==> config.mk <==
export PLATFORM = sky130hd
export DESIGN_NAME = systolic_skew_feeder
export DESIGN_NICKNAME = d
export VERILOG_FILES = /design/src/rtl/systolic_skew_feeder.sv
export SDC_FILE = /design/constraint.sdc
export NUM_CORES = 1
export LEC_CHECK = 0
export BUFFER_PORTS_ARGS = -buffer_cell sky130_fd_sc_hd__buf_2
export CORE_MARGIN = 10
export CORE_UTILIZATION = 35
export CTS_BUF_LIST = sky130_fd_sc_hd__clkbuf_4 sky130_fd_sc_hd__clkbuf_8 sky130_fd_sc_hd__clkbuf_16
export CTS_CLUSTER_SIZE = 30
export DETAILED_ROUTE_END_ITERATION = 12
export PLACE_DENSITY = 0.58
export SYNTH_ARGS = -nofsm -noshare
export SYNTH_HDL_FRONTEND = slang
export SYNTH_SLANG_ARGS = --single-unit
==> constraint.sdc <==
create_clock -name clk -period 2.64 [get_ports clk]
set_input_delay 0.132 -clock clk [delete_from_list [all_inputs] [get_ports clk]]
set_output_delay 0.132 -clock clk [all_outputs]
set_load 0.05 [all_outputs]
==> src/rtl/systolic_skew_feeder.sv <==
// Input-side sequencer for an NxN output-stationary systolic array: triangular
// operand skew, zero bubbles on upstream stalls, array flush and done pulse.
module systolic_skew_feeder #(
  parameter  int N          = 4,
  parameter  int DATA_WIDTH = 16,
  parameter  int K_MAX      = 64,
  localparam int KW         = $clog2(K_MAX + 1)
) (
  input  logic                    clk,
  input  logic                    rst,
  input  logic                    start,
  input  logic [KW-1:0]           k_len,
  input  logic                    in_valid,
  output logic                    in_ready,
  input  logic [N*DATA_WIDTH-1:0] a_vec,
  input  logic [N*DATA_WIDTH-1:0] b_vec,
  output logic [N*DATA_WIDTH-1:0] a_edge,
  output logic [N*DATA_WIDTH-1:0] b_edge,
  output logic                    pe_enable,
  output logic                    pe_clr_n,
  output logic                    busy,
  output logic                    done
);

  // state   | meaning
  // S_IDLE  | waiting for start
  // S_CLEAR | one cycle of array accumulator clear, lanes zeroed
  // S_FEED  | accepting k-steps, bubbles pushed on stall cycles
  // S_FLUSH | 2N-1 cycles of zeros to drain the skew through the array
  // S_DONE  | one-cycle done pulse, array disabled so psums hold
  typedef enum logic [2:0] {
    S_IDLE,
    S_CLEAR,
    S_FEED,
    S_FLUSH,
    S_DONE
  } state_t;

  localparam int FW = $clog2(2 * N);
  localparam logic [FW-1:0] FLUSH_LAST = FW'(2 * N - 2);

  state_t          state_q, state_d;
  logic [KW-1:0]   k_len_q, k_len_d;
  logic [KW-1:0]   k_cnt_q, k_cnt_d;
  logic [FW-1:0]   f_cnt_q, f_cnt_d;
  logic            handshake;
  logic            clr_lanes;

  assign in_ready  = (state_q == S_FEED);
  assign handshake = in_valid && in_ready;
  assign clr_lanes = (state_q == S_CLEAR);
  assign pe_enable = (state_q == S_FEED) || (state_q == S_FLUSH);
  assign pe_clr_n  = ~(rst | (state_q == S_CLEAR));
  assign busy      = (state_q != S_IDLE);
  assign done      = (state_q == S_DONE);

  always_ff @(posedge clk) begin
    if (rst) begin
      state_q <= S_IDLE;
      k_len_q <= '0;
      k_cnt_q <= '0;
      f_cnt_q <= '0;
    end else begin
      state_q <= state_d;
      k_len_q <= k_len_d;
      k_cnt_q <= k_cnt_d;
      f_cnt_q <= f_cnt_d;
    end
  end

  always_comb begin
    state_d = state_q;
    k_len_d = k_len_q;
    k_cnt_d = k_cnt_q;
    f_cnt_d = f_cnt_q;
    unique case (state_q)
      S_IDLE: begin
        if (start) begin
          state_d = S_CLEAR;
          k_len_d = k_len;
          k_cnt_d = '0;
          f_cnt_d = '0;
        end
      end
      S_CLEAR: begin
        state_d = (k_len_q == '0) ? S_DONE : S_FEED;
      end
      S_FEED: begin
        if (handshake) begin
          k_cnt_d = k_cnt_q + KW'(1);
          if (k_cnt_q + KW'(1) == k_len_q) begin
            state_d = S_FLUSH;
            f_cnt_d = '0;
          end
        end
      end
      S_FLUSH: begin
        if (f_cnt_q == FLUSH_LAST) begin
          state_d = S_DONE;
        end else begin
          f_cnt_d = f_cnt_q + FW'(1);
        end
      end
      S_DONE: begin
        state_d = S_IDLE;
      end
      default: begin
        state_d = S_IDLE;
      end
    endcase
  end

  // Lane i is i+1 registers deep, so its output lags stage 0 by i cycles.
  for (genvar i = 0; i < N; i++) begin : g_lane
    logic [DATA_WIDTH-1:0] a_sr_q [i+1];
    logic [DATA_WIDTH-1:0] b_sr_q [i+1];

    always_ff @(posedge clk) begin
      if (rst || clr_lanes) begin
        for (int s = 0; s <= i; s++) begin
          a_sr_q[s] <= '0;
          b_sr_q[s] <= '0;
        end
      end else begin
        a_sr_q[0] <= handshake ? a_vec[i*DATA_WIDTH +: DATA_WIDTH] : '0;
        b_sr_q[0] <= handshake ? b_vec[i*DATA_WIDTH +: DATA_WIDTH] : '0;
        for (int s = 1; s <= i; s++) begin
          a_sr_q[s] <= a_sr_q[s-1];
          b_sr_q[s] <= b_sr_q[s-1];
        end
      end
    end

    assign a_edge[i*DATA_WIDTH +: DATA_WIDTH] = a_sr_q[i];
    assign b_edge[i*DATA_WIDTH +: DATA_WIDTH] = b_sr_q[i];
  end

endmodule

==> impl_metrics.yaml <==
place:
  dp_worst_setup_slack_ps: 647
  dpl_cell_area_sq_mm: 0.0115
  dp_hpwl_microns: 14400
  numPortBuffers: 271
  dp_cells: 1437
  gp_congestion: 0.741
setup_path:
  crit_arrival_ps: 2180
  r2r_end: "g_lane[2].a_sr_q[0][8]"
  r2r_setup_slack_ps: 640
  required_ps: 2510
  rr_worst_depth: 6
  cp-end-kind: "primary output"
  critical_path_class: "reg -> out"
  crit_fanout: 71
  startpoint: "state_q[2]"
  crit_chain: "nand2b_1 > nor2_1 > nor2_4 > buf_12 > buf_2"
  cpMaxStageDelayCell: "nor2_4"
  crit_end: "pe_clr_n"
  crit_path_start_kind: "register"
  rr_startpoint: "state_q[1]"
  critical-path-max-stage-delay_ps: 480
clock_tree:
  cts_tree: "done"
  ctsRootBufferMaster: "clkbuf_16"
  path_clk_slew_ps: 60
  cts_sinks: 340
  clockBufferDepth: 3
  cts_buffers: 38
  post_cts_buffers: 0
  htreeDepth: 2
  clock_latency_ps: 500
floorplan:
  dieArea_sq_mm: 0.0372
  die_w_microns: 193
  io_pins: 272
  initial_utilization_pct: 35.3
  row_count: 63
  core_sq_mm: 0.0296
  die_h_microns: 193
routing:
  dr.pass1.iters: 5
  drtIter0Drc: 151
  wl_per_cell_microns: 13.6
  wirelength_microns: 22200
  drc: 0
  ant_nets: 0
  vias_per_cell: 3.93
  dr_total_vias: 6436
timing:
  relSlewSlack_pct: 54.8
  worstMarginPinSlew_ps: 677
  fmax_ghz: 0.432
  timing.final.ws_setup_ps: 324
  hold_viol_final: 0
  slew_violations: 0
  setup_viol: 0
  grt_setup_unrepaired: "no"
  period_needed_ps: 2320
  fin_skew_ps: 11.3
  finalCritPeriodShare_pct: 87.7
  holdWs_ps: 100
  tns_ps: 0
layout:
  finalInstanceArea_sq_mm: 0.0141
  nets: 1366
  stdcell_count: 1639
  area.growth.synth_to_final_pct: 34.8
  drive_gt1_share_pct: 28.3
  final_cell_mix: "dfxtp_1, and2_1, buf_2"
  layout_commonest_cell: "dfxtp_1"
logic_synthesis:
  netlist_instances: 905
  avgSynthCellArea_sq_um: 11.5
  ys_ff_latch: 340
  synth_warnings: 0
  synth.area.top_cells: "dfxtp_1, and2_1, buf_4, mux2i_1, buf_2"
  ys.flop_type: "dfxtp_1"
  async_reset_ff_share_pct: 0
  synth_edf_count: 0
  ys_types: 39
  synth_top_area_share_pct: 65.2
  yosysSeqAreaShare_pct: 65.2
  synth_area_sq_mm: 0.0104
  syn-num-nets: 1047
  synth_top_cell_by_area: "dfxtp_1"
grt:
  grt_usage_pct: 11.4
  first_global_vias: 6612
  gr-total-overflow: 0
  antenna_found_initial: 1
  grt_max_degree: 92
  grt_first_pass_wirelength_microns: 34200
worst_hold_path:
  hold_class: "in -> reg"
pwr:
  pwr_density_cell_mw_per_mm2: 776
  ir_worst_vdd_v: 0.000459
  p_leak_nw: 6.45
outcome:
  status: "finished clean"
run:
  cap_violations: 0
-- metal layers --
layer / vias to the layer above / global-route usage [%] / wire (microns)
met5: - / 0 / 0
met4: 0 / 4.05 / 490
met3: 43 / 4.37 / 2090
met2: 194 / 19.1 / 10800
met1: 2854 / 12.9 / 8900
li1: 3345 / - / -
-- repair_timing --
| item | 4_1_cts | 5_1_grt |
|---|---|---|
| hold endpoints to repair | 136 | 0 |
| hold buffers | 136 | 0 |
| endpoints found under the setup margin | 0 | 1 |
| gates resized for setup | 0 | 0 |
-- cell families after synthesis --
group | Yosys count | synth area share [%]
AOI/OAI and AO/OA | 27 | 1.59
DFF | 340 | 65.2
xor gates and xnor gates | 9 | 0.934
and+or+nand+nor | 376 | 22.2
adders and majority gates | 3 | 0.359
buffers and inverters | 139 | 8.66
muxes | 11 | 1.07
-- critical path: cells and delay by family, from the launching register on --
| kind | cells | cell delay [ps] |
|---|---|---|
| flip-flops | 1 | 320 |
| buffers and inverters | 2 | 610 |
| AND/OR/NAND/NOR | 3 | 730 |
-- Yosys cell counts, types with 3 or more instances --
master and number:
dfxtp_1 340, and2_1 322, buf_4 96, clkbuf_1 22, nor2_1 22, buf_2 18, a21oi_1 11, mux2i_1 10
o21ai_0 7, xnor2_1 6, or3_1 5, nor3_1 4, ha_1 3, inv_1 3, nand2_1 3, nor4_1 3
-- how the worst min path moves through the flow --
| stage | from | end | cells past startpoint |
|---|---|---|---|
| 2_1_floorplan | a_vec[0] | g_lane[0].a_sr_q[0][0] | 1 |
| 3_3_place_gp | b_vec[13] | g_lane[0].b_sr_q[0][13] | 2 |
| 3_5_place_dp | a_vec[29] | g_lane[1].a_sr_q[0][13] | 2 |
| 5_1_grt | rst | k_len_q[3] | 2 |
| 4_1_cts | rst | k_len_q[4] | 2 |
| 6_report | rst | k_len_q[4] | 2 |
-- registers in the layout (all words and copies together), names as in the netlist --
signal and cells:
g_lane.b_sr_q 160, k_len_q 7, k_cnt_q 7, state_q 3, f_cnt_q 3, g_lane.a_sr_q 160
-- where the power goes --
part	internal, W	switching, W	leakage, nW
sequential	0.00520	0.0000264	2.74
combinational	0.000331	0.000375	3.10
clock	0.00305	0.00194	0.611
-- cell type report --
class / count / area (sq um)
inverters: 3 / 11.3
multi-input cells: 427 / 2760
fillers: 2673 / 15500
repair buffers: 414 / 2810
flip-flops and latches: 340 / 6810
diodes: 1 / 2.50
clock buffers: 53 / 1120
clock inverters: 11 / 90.1
well taps: 390 / 488
-- through the flow --
step | utilization, % | total power [W]
6_report | 47.6 | 0.0109
3_5_place_dp | 38.9 | 0.00588
5_1_grt | 47.6 | 0.0114
4_1_cts | 47.6 | 0.0111
2_1_floorplan | - | 0.00568
3_3_place_gp | 38.9 | 0.00588
(Power assumes the default switching activity.)
